`src/rtl/ascon_encrypt_fsm_if.sv`:
```
// ============================================================================
// Module   : ascon_encrypt_fsm_if
// Purpose  : Control bundle between the Ascon-128 encryption sequencer and
//            its surroundings (upstream block source, permutator_xor and the
//            double-init round counter).
// Modports : master - the sequencer (drives control, reads start/round/valid)
//            slave  - the environment (drives start/round/valid, reads control)
// Signals  : start_i, round_i[3:0], data_valid_i      (toward the sequencer)
//            data_ready_o, input_select_o, xorup_select_o, xordn_select_o[1:0],
//            final_o, ena_reg_o, ena_rnd_o, init_a_o, init_b_o,
//            cipher_valid_o, end_o                    (from the sequencer)
// Revision : 1.0 - initial release
// ============================================================================
`default_nettype none

interface ascon_encrypt_fsm_if;
  logic       start_i;
  logic [3:0] round_i;
  logic       data_valid_i;
  logic       data_ready_o;
  logic       input_select_o;
  logic       xorup_select_o;
  logic [1:0] xordn_select_o;
  logic       final_o;
  logic       ena_reg_o;
  logic       ena_rnd_o;
  logic       init_a_o;
  logic       init_b_o;
  logic       cipher_valid_o;
  logic       end_o;

  modport master (
    input  start_i, round_i, data_valid_i,
    output data_ready_o, input_select_o, xorup_select_o, xordn_select_o,
           final_o, ena_reg_o, ena_rnd_o, init_a_o, init_b_o,
           cipher_valid_o, end_o
  );

  modport slave (
    output start_i, round_i, data_valid_i,
    input  data_ready_o, input_select_o, xorup_select_o, xordn_select_o,
           final_o, ena_reg_o, ena_rnd_o, init_a_o, init_b_o,
           cipher_valid_o, end_o
  );
endinterface

`default_nettype wire

```
`src/rtl/ascon_encrypt_fsm.sv`:
```
// ============================================================================
// Module   : ascon_encrypt_fsm
// Purpose  : Control sequencer for Ascon-128 authenticated encryption.
//            Runs p12 initialisation, one p6 per associated-data block, one p6
//            per non-final plaintext block and a p12 finalisation, and
//            handshakes 64-bit blocks with the upstream source. Pure control:
//            state and data live in the permutator datapath.
// Params   : NB_AD - number of 64-bit associated-data blocks (>= 1)
//            NB_PT - number of 64-bit plaintext blocks (>= 1)
// Ports    : clock_i  - clock
//            resetb_i - synchronous active-low reset
//            bus      - ascon_encrypt_fsm_if.master control bundle
// Revision : 1.0 - initial release
// ============================================================================
`default_nettype none

module ascon_encrypt_fsm #(
  parameter int NB_AD = 1,
  parameter int NB_PT = 4
) (
  input  wire logic           clock_i,
  input  wire logic           resetb_i,
  ascon_encrypt_fsm_if.master bus
);

  localparam int c_MAX_BLK = (NB_AD > NB_PT) ? NB_AD : NB_PT;
  localparam int c_CNT_W   = (c_MAX_BLK > 1) ? $clog2(c_MAX_BLK) : 1;

  // Block indices are zero-based, so "last" is NB-1. c_PEN_PT is the index
  // of the block just before the final plaintext block; it only matters when
  // NB_PT >= 2 (PT_RND is never entered otherwise).
  localparam logic [c_CNT_W-1:0] c_LAST_AD = c_CNT_W'(NB_AD - 1);
  localparam logic [c_CNT_W-1:0] c_LAST_PT = c_CNT_W'(NB_PT - 1);
  localparam logic [c_CNT_W-1:0] c_PEN_PT  = c_CNT_W'(NB_PT - 2);
  localparam logic [c_CNT_W-1:0] c_CNT_ONE = c_CNT_W'(1);
  localparam logic [3:0]         c_LAST_RND = 4'd11;

  localparam logic [1:0] c_XDN_NONE = 2'b00;
  localparam logic [1:0] c_XDN_KEY  = 2'b01;
  localparam logic [1:0] c_XDN_DSEP = 2'b10;

  typedef enum logic [3:0] {
    S_IDLE     = 4'd0,
    S_INIT     = 4'd1,
    S_INIT_RND = 4'd2,
    S_WAIT_AD  = 4'd3,
    S_AD_RND   = 4'd4,
    S_WAIT_PT  = 4'd5,
    S_PT_RND   = 4'd6,
    S_FIN_RND  = 4'd7,
    S_END      = 4'd8
  } state_t;

  state_t             r_state;
  state_t             w_next_state;
  logic [c_CNT_W-1:0] r_blk_cnt;
  logic               w_cnt_clr;
  logic               w_cnt_inc;

  logic       w_data_ready;
  logic       w_input_select;
  logic       w_xorup_select;
  logic [1:0] w_xordn_select;
  logic       w_final;
  logic       w_ena_reg;
  logic       w_ena_rnd;
  logic       w_init_a;
  logic       w_init_b;
  logic       w_cipher_valid;
  logic       w_end;

  logic w_round_last;
  logic w_last_ad;
  logic w_last_pt;
  logic w_pen_pt;

  assign w_round_last = (bus.round_i == c_LAST_RND);
  assign w_last_ad    = (r_blk_cnt == c_LAST_AD);
  assign w_last_pt    = (r_blk_cnt == c_LAST_PT);
  assign w_pen_pt     = (r_blk_cnt == c_PEN_PT);

  always_ff @(posedge clock_i) begin
    if (!resetb_i) begin
      r_state   <= S_IDLE;
      r_blk_cnt <= '0;
    end else begin
      r_state <= w_next_state;
      if (w_cnt_clr) begin
        r_blk_cnt <= '0;
      end else if (w_cnt_inc) begin
        r_blk_cnt <= r_blk_cnt + c_CNT_ONE;
      end
    end
  end

  always_comb begin
    w_next_state   = r_state;
    w_cnt_clr      = 1'b0;
    w_cnt_inc      = 1'b0;
    w_data_ready   = 1'b0;
    w_input_select = 1'b0;
    w_xorup_select = 1'b0;
    w_xordn_select = c_XDN_NONE;
    w_final        = 1'b0;
    w_ena_reg      = 1'b0;
    w_ena_rnd      = 1'b0;
    w_init_a       = 1'b0;
    w_init_b       = 1'b0;
    w_cipher_valid = 1'b0;
    w_end          = 1'b0;

    case (r_state)
      S_IDLE: begin
        // Keep the round counter parked at 0 so INIT starts on round 0.
        w_init_a = 1'b1;
        if (bus.start_i) begin
          w_cnt_clr    = 1'b1;
          w_next_state = S_INIT;
        end
      end

      S_INIT: begin
        w_ena_reg    = 1'b1;
        w_ena_rnd    = 1'b1;
        w_next_state = S_INIT_RND;
      end

      S_INIT_RND: begin
        w_input_select = 1'b1;
        w_ena_reg      = 1'b1;
        w_ena_rnd      = 1'b1;
        if (w_round_last) begin
          w_xordn_select = c_XDN_KEY;
          w_init_b       = 1'b1;
          w_next_state   = S_WAIT_AD;
        end
      end

      S_WAIT_AD: begin
        // Ready is unconditional here, so a transfer is simply data_valid_i.
        w_data_ready = 1'b1;
        if (bus.data_valid_i) begin
          w_xorup_select = 1'b1;
          w_ena_reg      = 1'b1;
          w_ena_rnd      = 1'b1;
          w_next_state   = S_AD_RND;
        end else begin
          w_init_b = 1'b1;
        end
      end

      S_AD_RND: begin
        w_input_select = 1'b1;
        w_ena_reg      = 1'b1;
        w_ena_rnd      = 1'b1;
        if (w_round_last) begin
          if (!w_last_ad) begin
            w_init_b     = 1'b1;
            w_cnt_inc    = 1'b1;
            w_next_state = S_WAIT_AD;
          end else begin
            // Leaving AD: domain separation, restart the block index for PT.
            // A single PT block is also the final one, which runs p12.
            w_xordn_select = c_XDN_DSEP;
            w_init_a       = (c_LAST_PT == '0);
            w_init_b       = (c_LAST_PT != '0);
            w_cnt_clr      = 1'b1;
            w_next_state   = S_WAIT_PT;
          end
        end
      end

      S_WAIT_PT: begin
        w_data_ready = 1'b1;
        if (bus.data_valid_i) begin
          w_xorup_select = 1'b1;
          w_cipher_valid = 1'b1;
          w_ena_reg      = 1'b1;
          w_ena_rnd      = 1'b1;
          if (w_last_pt) begin
            w_final      = 1'b1;
            w_next_state = S_FIN_RND;
          end else begin
            w_next_state = S_PT_RND;
          end
        end else begin
          w_init_a = w_last_pt;
          w_init_b = !w_last_pt;
        end
      end

      S_PT_RND: begin
        w_input_select = 1'b1;
        w_ena_reg      = 1'b1;
        w_ena_rnd      = 1'b1;
        if (w_round_last) begin
          // The preload targets the upcoming block, hence the "penultimate" test.
          w_init_a     = w_pen_pt;
          w_init_b     = !w_pen_pt;
          w_cnt_inc    = 1'b1;
          w_next_state = S_WAIT_PT;
        end
      end

      S_FIN_RND: begin
        w_input_select = 1'b1;
        w_ena_reg      = 1'b1;
        w_ena_rnd      = 1'b1;
        if (w_round_last) begin
          w_xordn_select = c_XDN_KEY;
          w_next_state   = S_END;
        end
      end

      S_END: begin
        w_end        = 1'b1;
        w_init_a     = 1'b1;
        w_next_state = S_IDLE;
      end

      default: begin
        w_init_a     = 1'b1;
        w_next_state = S_IDLE;
      end
    endcase
  end

  assign bus.data_ready_o   = w_data_ready;
  assign bus.input_select_o = w_input_select;
  assign bus.xorup_select_o = w_xorup_select;
  assign bus.xordn_select_o = w_xordn_select;
  assign bus.final_o        = w_final;
  assign bus.ena_reg_o      = w_ena_reg;
  assign bus.ena_rnd_o      = w_ena_rnd;
  assign bus.init_a_o       = w_init_a;
  assign bus.init_b_o       = w_init_b;
  assign bus.cipher_valid_o = w_cipher_valid;
  assign bus.end_o          = w_end;

endmodule

`default_nettype wire

```
`src/flat_wrapper.sv`:
```
// flat-port wrapper written by rule: the top's interface ports become plain ports
module ascon_encrypt_fsm_flat 
#(
  parameter int NB_AD = 1,
  parameter int NB_PT = 4
)
  (clock_i, resetb_i, bus_start_i, bus_round_i, bus_data_valid_i, bus_data_ready_o, bus_input_select_o, bus_xorup_select_o, bus_xordn_select_o, bus_final_o, bus_ena_reg_o, bus_ena_rnd_o, bus_init_a_o, bus_init_b_o, bus_cipher_valid_o, bus_end_o);
  ascon_encrypt_fsm_if bus_i ();
  input  wire logic clock_i;
  input  wire logic resetb_i;
  input wire logic [$bits(bus_i.start_i)-1:0] bus_start_i;
  input wire logic [$bits(bus_i.round_i)-1:0] bus_round_i;
  input wire logic [$bits(bus_i.data_valid_i)-1:0] bus_data_valid_i;
  output wire logic [$bits(bus_i.data_ready_o)-1:0] bus_data_ready_o;
  output wire logic [$bits(bus_i.input_select_o)-1:0] bus_input_select_o;
  output wire logic [$bits(bus_i.xorup_select_o)-1:0] bus_xorup_select_o;
  output wire logic [$bits(bus_i.xordn_select_o)-1:0] bus_xordn_select_o;
  output wire logic [$bits(bus_i.final_o)-1:0] bus_final_o;
  output wire logic [$bits(bus_i.ena_reg_o)-1:0] bus_ena_reg_o;
  output wire logic [$bits(bus_i.ena_rnd_o)-1:0] bus_ena_rnd_o;
  output wire logic [$bits(bus_i.init_a_o)-1:0] bus_init_a_o;
  output wire logic [$bits(bus_i.init_b_o)-1:0] bus_init_b_o;
  output wire logic [$bits(bus_i.cipher_valid_o)-1:0] bus_cipher_valid_o;
  output wire logic [$bits(bus_i.end_o)-1:0] bus_end_o;
  assign bus_i.start_i = bus_start_i;
  assign bus_i.round_i = bus_round_i;
  assign bus_i.data_valid_i = bus_data_valid_i;
  assign bus_data_ready_o = bus_i.data_ready_o;
  assign bus_input_select_o = bus_i.input_select_o;
  assign bus_xorup_select_o = bus_i.xorup_select_o;
  assign bus_xordn_select_o = bus_i.xordn_select_o;
  assign bus_final_o = bus_i.final_o;
  assign bus_ena_reg_o = bus_i.ena_reg_o;
  assign bus_ena_rnd_o = bus_i.ena_rnd_o;
  assign bus_init_a_o = bus_i.init_a_o;
  assign bus_init_b_o = bus_i.init_b_o;
  assign bus_cipher_valid_o = bus_i.cipher_valid_o;
  assign bus_end_o = bus_i.end_o;
  ascon_encrypt_fsm #(.NB_AD(NB_AD), .NB_PT(NB_PT)) u_core (.clock_i(clock_i), .resetb_i(resetb_i), .bus(bus_i));
endmodule
```
`config.mk`:
```
export PLATFORM = sky130hd
export DESIGN_NAME = ascon_encrypt_fsm_flat
export DESIGN_NICKNAME = d
export VERILOG_FILES = /design/src/rtl/ascon_encrypt_fsm_if.sv /design/src/rtl/ascon_encrypt_fsm.sv /design/src/flat_wrapper.sv
export SDC_FILE = /design/constraint.sdc
export NUM_CORES = 1
export LEC_CHECK = 0
export BUFFER_PORTS_ARGS = -buffer_cell sky130_fd_sc_hd__buf_2
export CORE_AREA = 2 2 39 41
export DETAILED_ROUTE_END_ITERATION = 10
export DIE_AREA = 0 0 41 43
export MAX_ROUTING_LAYER = met4
export PLACE_DENSITY = 0.78
export SYNTH_ARGS = -nofsm -noshare
export SYNTH_HDL_FRONTEND = slang
export SYNTH_SLANG_ARGS = --single-unit
```
`constraint.sdc`:
```
create_clock -name clock_i -period 2.67 [get_ports clock_i]
set_input_delay 0.267 -clock clock_i [delete_from_list [all_inputs] [get_ports clock_i]]
set_output_delay 0.267 -clock clock_i [all_outputs]
set_load 0.02 [all_outputs]
```
# Word level (Yosys, flattened, before mapping)
# Cells that the tools add are included.
[totals]
in_bits = 8
register_bits = 6
elab_cells = 73
output_inout_bits = 12
[op_classes]
muxes = 39
bitwise = 1
eq_ne = 18
n_addsub = 1
n_reduce_logical = 12
[ops]
columns = ["operator", "count"]
rows = [
  ["$pmux 4 s8", 1],
  ["$mux 4", 7],
  ["$mux 1", 22],
  ["$eq 4x3->1 const B", 4],
  ["$reduce_or 5->1", 2],
  ["$eq 4x2->1 const B", 2],
  ["$eq 4x4->1 const B", 2],
  ["$ne 2x1->1 const B", 4],
  ["$reduce_or 2->1", 4],
  ["$reduce_and 7->1", 1],
  ["$ne 2x2->1 const B", 3],
  ["$pmux 1 s2", 3],
  ["$eq 2x2->1 const B", 2],
  ["$eq 4x1->1 const B", 1],
  ["$logic_not 4->1", 1],
  ["$mux 2", 2],
  ["$pmux 1 s4", 1],
  ["$pmux 2 s2", 1],
  ["$reduce_or 4->1", 1],
  ["$mux 3", 1],
  ["$pmux 1 s3", 1],
  ["$add 2x1->2 const B", 1],
  ["$logic_not 1->1", 2],
  ["$logic_not 2->1", 1],
  ["$not 1->1", 1],
]

# Depth between registers and ports, before layout
# Gate-level depths: netlist (run 1).
[logic_depth]
depth_word = 5
ltp_mapped = 6
depth_no_buf = 6

# Worst setup path before layout (run 1)
# No wires, ideal clock.
[synth_timing]
kind = "reg-to-output"
startpoint = "register u_core.r_state[2]"
endpoint = "output port bus_ena_rnd_o"
t_arrival_ns = 1.571
setup_slack_ns = 0.832
stages_incl_launch_ff = 6
n_path_buf = 3
path_cell_list = "dfxtp_1 > buf_2 > buf_1 > nor3_1 > nor3_1 > buf_4"
[synth_between]
elab_chain_cells = 3
word_cells_on_any_way = 10
cone_classes = "eq/ne: 7; mux: 1; reduce/logical: 2"
[synth_rtl]
columns = ["element", "line", "source"]
rows = [
  ["start, declared", "ascon_encrypt_fsm.sv:54", "state_t r_state;"],
  ["start signal, assigned", "ascon_encrypt_fsm.sv:87", "r_state <= w_next_state;"],
  ["$eq 4x1->1, or another cell as far along", "n/a", ""],
  ["$reduce_or 5->1 (no line) or $reduce_or 2->1 (tied branches)", "n/a", ""],
  ["$pmux 1 s2 (*)", "n/a", ""],
  ["end, declared", "flat_wrapper.sv:20", "output wire logic [$bits(bus_i.ena_rnd_o)-1:0] bus_ena_rnd_o;"],
]
# Every way passes the cells marked *; elsewhere a longest branch is shown, timed or not.

# Worst setup path after layout (run 1)
[layout_timing]
startpoint = "register u_core.r_state[1]"
endpoint = "output port bus_ena_rnd_o"
[layout_between]
elab_chain_cells = 3
word_cells_on_any_way = 10
cone_classes = "eq/ne: 7; mux: 1; reduce/logical: 2"
[layout_rtl]
columns = ["element", "line", "source"]
rows = [
  ["$eq 4x1->1, or another cell as far along", "ascon_encrypt_fsm.sv:112", "case (r_state)"],
  ["$reduce_or 5->1 (no line) or $reduce_or 2->1 (tied branches)", "n/a", ""],
  ["$pmux 1 s2 (*)", "ascon_encrypt_fsm.sv:112", ""],
]
# Marks and branches as above.

==> summary.md, run 1 <==
The clock passes through at most 2 buffers. The critical path goes through xnor2_1 > nor3_1 > nor3_1 > buf_2. STA classifies the critical path startpoint as a flop. Fraction of the mapped netlist area in compound gates: 20.2%. The number of max-cap violations is 0, and the cell total after placement is 114.

The highest metal layer carrying signal wires in the routed design is met4. Gates resized during post-CTS repair numbered 0. The final number of hold-violating endpoints was 0.

The die height came out at 43 um. The largest single stage delay on the critical path is 670 ps. After Yosys synthesis, XOR and XNOR cells account for 2.78% of the synthesized area. The logs give 5.22 ps for the worst clock skew and 304 uW for the internal power component.

Summed over all layers, the routed wires come to 1330 um. Dividing the detail-routed via count by the number of cells gives 5.57. The slew at the pin with the worst max-slew slack is 561 ps, and the first-pass iteration count of the detailed router is 4.

The critical path is of the flop to primary output type. Top-level I/O count: 20. The clock net in this run drives a total of 6 sinks. The H-tree depth came out at 1.

In this run, synthesis produced a sequential element count of 6. The critical path endpoint category is a primary output. The global router's overall resource usage was 19.1%; the maximum number of pins on one net before global-route repair was 20.

0 antenna diodes ended up in the layout. The global-route wire length before repair was 2210 um; the quantity of I/O buffers inserted on ports was 19. For the max-slew violation count, the log shows 0.

The synthesized design contains 0 enable-type register cells. The most frequent cell on the critical path is sky130_fd_sc_hd__nor3_1. The synthesized design devotes to its leading area cell type 19.0% of total area. The min-delay analysis places its worst path in the category input pin to flop. Synthesized netlist net count: 99. The flow ran to the end, and the final reports show no timing, DRC or antenna violations. The share of final-layout standard cells stronger than drive strength 1 was 23.8%; the share of async-settable or async-resettable flops after synthesis was 0%. Setup total negative slack on the finished layout was measured at 0 ps. TritonCTS created 3 clock buffers.

The cell type contributing the most total cell area after synthesis was sky130_fd_sc_hd__dfxtp_1. The vias after detailed routing is 652, and the shortest clock period the worst path allows after layout is 1950 ps. After synthesis the cells add up to 631 um^2. Part of the power in combinational logic: 58.7%. Buffer cell driving the clock tree root: sky130_fd_sc_hd__clkbuf_4. The floorplan has 14 rows.

The routability-driven placement congestion ratio was 0.870. The layout overhead on the synthesized area is 14.3%. The multiplexer area fraction after synthesis was 6.35%; the switching power summed over all nets was 301 uW. The logs give 0 for the setup fix buffers added after clock tree synthesis and 0 for the number of nets with antenna violations after detailed routing.

The count of nets after finishing is 114, and the die width is 41 um. The total overflow reported by the global router was 0; the data required time at the worst endpoint was 2400 ps. The overall die area came out at 1760 um^2. The total setup violations reported at the end of the flow is 0, and the fill cell total of the finished layout is 147.

Setup repair after global routing left no endpoint under its margin. Along the worst path, the maximum fanout reaches 19. Total length of routed met3 wires: 81 um. Sorting the synthesized cells by area gives the leading types as sky130_fd_sc_hd__dfxtp_1 (19%), sky130_fd_sc_hd__nor2_1 (7.1%), sky130_fd_sc_hd__mux2i_1 (6.3%). Final hold analysis gives a worst-case slack of 338 ps. The mean instance size in the synthesized netlist was 7.17 um^2. The number of global-route vias before repair is 546, and the final routed DRC violation total is 0. In this run switching power makes up 49.7% of total power.

For this design the ratio of total power to cell area is 839 nW/um^2. Clock network latency to the later pin of the worst-skew pair: 240 ps. Headroom to the max-slew limit came out at 62.6%. The leakage power figure was 0.000334 uW.

TritonCTS built the clock tree. For this design, the slowest cell found on the critical path is sky130_fd_sc_hd__dfxtp_1. The hold-fix buffer count after cts was 0; the detailed placement HPWL was 1070 um. Number of standard cells after synthesis: 88. Clock-pin slew was measured on the worst setup and hold paths at 40 ps. The worst-case IR drop observed on VDD is 445 uV.

The detailed router put a total of 578 um of wire on met1. The detailed router finished its first iteration with 8 violations. The tools report the maximum clock frequency as 0.514 GHz. After Yosys synthesis, full adders, half adders and majority gates account for 5.95% of the synthesized area. In the synthesized netlist the dominant register cell turns out to be sky130_fd_sc_hd__dfxtp_1. During synthesis, Yosys emitted a total of 0 warnings.

The simple-gate portion of the synthesized area was 35.1%; the wire length on met2 was 662 um. By area, the combinational part of the netlist is dominated by simple AND/OR/NAND/NOR gates. In this run the standard cell core region covers 1380 um^2. The clock network power share was 13.5%.

Of the synthesized area, sequential elements account for 19.0%. The most common cell in the synthesized netlist is sky130_fd_sc_hd__nor2_1. The run gives 27.8% as the proportion of power drawn by flip-flops and latches.

Distinct cell type count after synthesis: 35. For the post-layout instance count excluding filler cells, the log shows 117. Ranked by instance count, the synthesized netlist is headed by sky130_fd_sc_hd__nor2_1 (12), sky130_fd_sc_hd__nand2_1 (9), sky130_fd_sc_hd__dfxtp_1 (6). The final critical path takes up 72.9% of the cycle. After detailed routing, the average wire length per cell comes to 11.4 um. The arrival time of the worst setup path was 1680 ps. The run gives 0 as the initial antenna violation count.

For this configuration, the core starts out at a cell density of 45.6%.
## placed cells by master, fill, tap and decap left out, drive strengths merged
| cell type | count |
|---|---|
| nand3b | 1 |
| nor3 | 4 |
| a21oi | 3 |
| o21ai | 1 |
| a21boi | 1 |
| nand2 | 9 |
| xnor2 | 2 |
| nor2 | 12 |
| o211ai | 2 |
| nand3 | 3 |
| o2111a | 1 |
| nand2b | 4 |
| buf | 19 |
| clkbuf | 3 |
| nor2b | 3 |
| mux2i | 4 |
| dfxtp | 6 |
| or4 | 1 |
| ha | 3 |
| nor3b | 1 |
| o32a | 1 |
| and4b | 1 |
| o31ai | 2 |
| o221ai | 1 |
| o221a | 1 |
| nand4 | 1 |
| a32oi | 1 |
| a31oi | 1 |
| and2 | 3 |
| and3 | 1 |
| inv | 5 |
## worst max-delay path: cells and delay by family, from the launching register on
family	cells	cell delay, ps
buffers and inverters	1	210
AND/OR/NAND/NOR	2	300
flip-flops	1	670
XOR/XNOR	1	260
## area by class of cell
| type | count | area, um^2 | share of cell area [%] |
|---|---|---|---|
| clock buffers | 3 | 22.5 | 3.13 |
| inverters | 5 | 18.8 | 2.60 |
| multi-input cells | 68 | 444 | 61.6 |
| flip-flops and latches | 6 | 120 | 16.7 |
| well taps | 16 | 20.0 | 2.78 |
| repair buffers | 19 | 95.1 | 13.2 |
## per-stage QoR
step                instance area (um^2)  setup WS, ps  util (%)  power (uW)
floorplan                            631           832         -         472
finish                               721           723      52.1         605
global placement                     698          1020      50.5         518
detailed placement                   698           985      50.5         524
global route                         721           541      52.1         663
CTS                                  721           729      52.1         607
## state kept, by name, indices dropped and copies added, names as in the netlist
signal            count
u_core.r_state        4
u_core.r_blk_cnt      2
## power by group through the flow
| stage | registers [uW] | clock network [uW] | logic [uW] |
|---|---|---|---|
| after floorplan | 114 | 0 | 357 |
| after global placement | 168 | 0 | 350 |
| after detailed placement | 169 | 0 | 355 |
| after CTS | 167 | 84.1 | 356 |
| after global routing | 173 | 93.5 | 397 |
| final | 168 | 81.4 | 355 |
## worst paths after layout
| check | start | end | slack [ps] | cells past startpoint |
|---|---|---|---|---|
| setup reg to reg | u_core.r_state[1]$_SDFFE_PN0P_ | u_core.r_state[1]$_SDFFE_PN0P_ | 1000 | 4 |
| setup / recovery | u_core.r_state[1]$_SDFFE_PN0P_ | bus_ena_rnd_o | 720 | 4 |
| hold / removal | resetb_i | u_core.r_state[3]$_SDFFE_PN0P_ | 340 | 3 |
| hold reg to reg | u_core.r_blk_cnt[1]$_SDFFE_PP0P_ | u_core.r_blk_cnt[1]$_SDFFE_PP0P_ | 560 | 2 |
## metal layers
metal,global-route usage (%),vias to the layer above
met2,28.4,22
met4,6.00,0
met5,-,-
li1,-,332
met1,22.8,296
met3,7.85,2
## cell families after synthesis
| kind of cell | after synthesis |
|---|---|
| muxes | 4 |
| AOI/OAI and AO/OA | 15 |
| and+or+nand+nor | 44 |
| adders and majority gates | 3 |
| xor gates and xnor gates | 2 |
| buffers and inverters | 14 |
| DFF | 6 |
(Power assumes the default switching activity.)
==> inputs of run 2 (changes only) <==
Settings changed: CORE_AREA 2 2 39 41 to not set, CORE_MARGIN set to 2, CORE_UTILIZATION set to 48, DIE_AREA 0 0 41 43 to not set, PLACE_DENSITY 0.78 to 0.79.
Clock period 2.67 ns to 1.9 ns, I/O delays scaled along.
==> summary.md, run 2 (synthesized netlist as in run 1, its figures left out) <==
In this run the clock root is driven by a sky130_fd_sc_hd__clkbuf_4. Clock buffer count from CTS: 3. Between clock sinks in the finished design, the worst skew comes to 4.72 ps. Leading cell type in the layout, fill and taps excluded: sky130_fd_sc_hd__buf_2.

After global routing the overflow that remains totals 0. Measured against its own limit, the worst slew margin works out to 72.7%. The run gives 1 as the H-tree depth. The effective utilization at floorplan is 49.7%, and the share of final-layout standard cells stronger than drive strength 1 is 25.2%. For the count of nets after finishing, the log shows 116.

STA classifies the critical path startpoint as a flop. The run gives 0 as the total setup violations reported at the end of the flow. The flow ran to the end, and the final reports show no timing, DRC or antenna violations. Cell total after placement: 115.

The worst hold endpoint was u_core.r_state[0]$_SDFFE_PN0P_. Walking the worst path, the cells encountered are nor2_1 > and2_1 > o221a_2 > buf_2. More flip-flops sit in one register than any other, and that register is u_core.r_state. The tools report the detailed placement HPWL as 1120 um.

In this run the worst hold path is classified as input pin to flop. The shortest clock period the worst path allows after layout was 1750 ps. In this run the core area contains 13 standard-cell rows. For the worst setup path, the data arrival time is 1560 ps. The die width is 40.2 um.

The initial antenna violation count was 0. The combined buffer and inverter count along the critical path came out at 1. Detailed routing inserted a total of 642 vias. Broken down by cell family, the worst path's largest delay share belongs to flip-flops.

The run gives 0 as the final number of hold-violating endpoints. Setup repair after global routing left no endpoint under its margin. In the final routed layout, each cell accounts on average for 12.0 um. The wire length after detailed routing is 1420 um, and the layout overhead on the synthesized area is 16.5%. Setup slack on the critical path of the routed design comes to 152 ps. Pin placement for this block handled 20 I/O pins. The tools report the overall die area as 1620 um^2.

Core footprint: 1270 um^2. The setup fix buffers added after clock tree synthesis is 0. The tools report the capture instance of the worst register-to-register path as u_core.r_state[1]$_SDFFE_PN0P_. The largest individual stage delay along the critical path comes from the cell sky130_fd_sc_hd__dfxtp_1. The count of nets left with antenna violations once routing finished came out at 0. Input and output buffers added on the ports amount to 19. Hold repair after CTS inserted 0 buffers. Number of cells on the worst reg-to-reg path: 4. The tools report the number of diodes as 0. Counting the fill cells in the layout gives 130. Of all nets on the critical path, the largest fanout is 12. Hold is met by 259 ps. Clock tree synthesis found a total of 6 sinks. Setup slack on the worst reg-to-reg path comes out at 300 ps. Clock-pin slew was measured on the worst setup and hold paths at 40 ps. The die height was 40.2 um. The run gives 594 uV as the maximum resistive drop on vdd.

In the final layout, the registers with the most flip-flops are u_core.r_state (4), u_core.r_blk_cnt (2). For this run, the detailed router's first-pass iteration total came to 4. Routability-driven placement congestion ratio: 0.863. The global router's overall resource usage was 21.2%; the power density normalized to cell area was 1180 nW/um^2. Timing would allow up to 0.572 GHz. For the worst-skew pair, the clock arrives at the later sink with an insertion delay of 240 ps.

The first global-routing pass estimated 2250 um of wire. TritonCTS built the clock tree. In the final layout, the multi-input gates occupy 444 um^2. The critical path is of the flop to primary output type. In this design, the stage delay of the slowest critical-path cell is 560 ps. In this run the critical register-to-register path is launched from u_core.r_state[3]$_SDFFE_PN0P_. Data on the critical path is required at its endpoint by 1710 ps.

The cell count of the worst hold path was 3. The library cells used most frequently in the layout, excluding fill and tap cells, are sky130_fd_sc_hd__buf_2 (19), sky130_fd_sc_hd__nor2_1 (12), sky130_fd_sc_hd__nand2_1 (9). The maximum number of pins on one net before global-route repair came out at 15.

The ratio of routed vias to standard cells works out to 5.44. For the pin with the worst max-slew slack, the measured transition is 408 ps. For this run, design rule violations remaining after detail routing come to 0.

STA classifies the critical path endpoint as a primary output. Hold path startpoint: resetb_i. Worst slack at placement: 311 ps.

The startpoint of the most critical setup path is u_core.r_state[3]$_SDFFE_PN0P_. Across the run, the number of max-cap violations was 0. Of the available clock period, the critical path in the final layout requires 92.0%.

The leakage power figure came out at 0.000345 uW. Summing all flip-flop and latch instances after layout gives 120 um^2. The flip-flop count of the largest register, all copies and words added was 4; the sum of negative setup slack was 0 ps.

For the post-cts resize count, the log shows 0. The max-slew violation count was 0. For this block, the initial DRC count from the detailed router was 9. The post-layout instance count excluding filler cells is 118, and the number of global-route vias before repair is 553. The clock passes through at most 2 buffers.
run 2: cell count changes in the layout (fill, tap and decap cells not counted), sizes merged:
cell,change
buf,+2
run 2: worst max-delay path by stage:
stage | to | cells after the start | slack, ps
6_report | bus_init_b_o | 4 | 150
2_1_floorplan | bus_ena_rnd_o | 5 | 140
3_3_place_gp | u_core.r_state[0]$_SDFFE_PN0P_ | 4 | 360
5_1_grt | bus_init_b_o | 5 | 30
3_5_place_dp | u_core.r_state[1]$_SDFFE_PN0P_ | 4 | 310
4_1_cts | bus_init_b_o | 4 | 160
run 2: layout make-up:
class                           instances  share of cell area [%]
Inverter                                5                    2.56
Sequential cell                         6                    16.4
Timing Repair Buffer                   21                    15.0
Clock buffer                            3                    3.07
Multi-Input combinational cell         68                    60.5
Tap cell                               15                    2.56
run 2: layer usage:
| metal | share of wire [%] | track usage [%] |
|---|---|---|
| met5 | 0 | - |
| met4 | 0 | 0.833 |
| met3 | 5.3 | 6.67 |
| met2 | 49 | 37.5 |
| met1 | 46 | 24.5 |
run 2: stage by stage:
stage	power (uW)	area [um^2]	util [%]
floorplan	663	631	-
global placement	746	712	56.1
detailed placement	754	712	56.1
CTS	871	734	57.9
global route	948	734	57.9
finish	867	734	57.9
run 2: power by group:
part | internal [uW] | total (uW) | switching [uW]
clock network | 71.1 | 113 | 41.7
registers | 149 | 198 | 48.9
logic | 222 | 557 | 334
run 2: worst reg2reg max path, cell delays in order (launching register included):
cell,delay [ps]
sky130_fd_sc_hd__dfxtp_1,420
sky130_fd_sc_hd__or4_1,560
sky130_fd_sc_hd__o32a_1,230
sky130_fd_sc_hd__o31ai_4,100
sky130_fd_sc_hd__mux2i_1,220
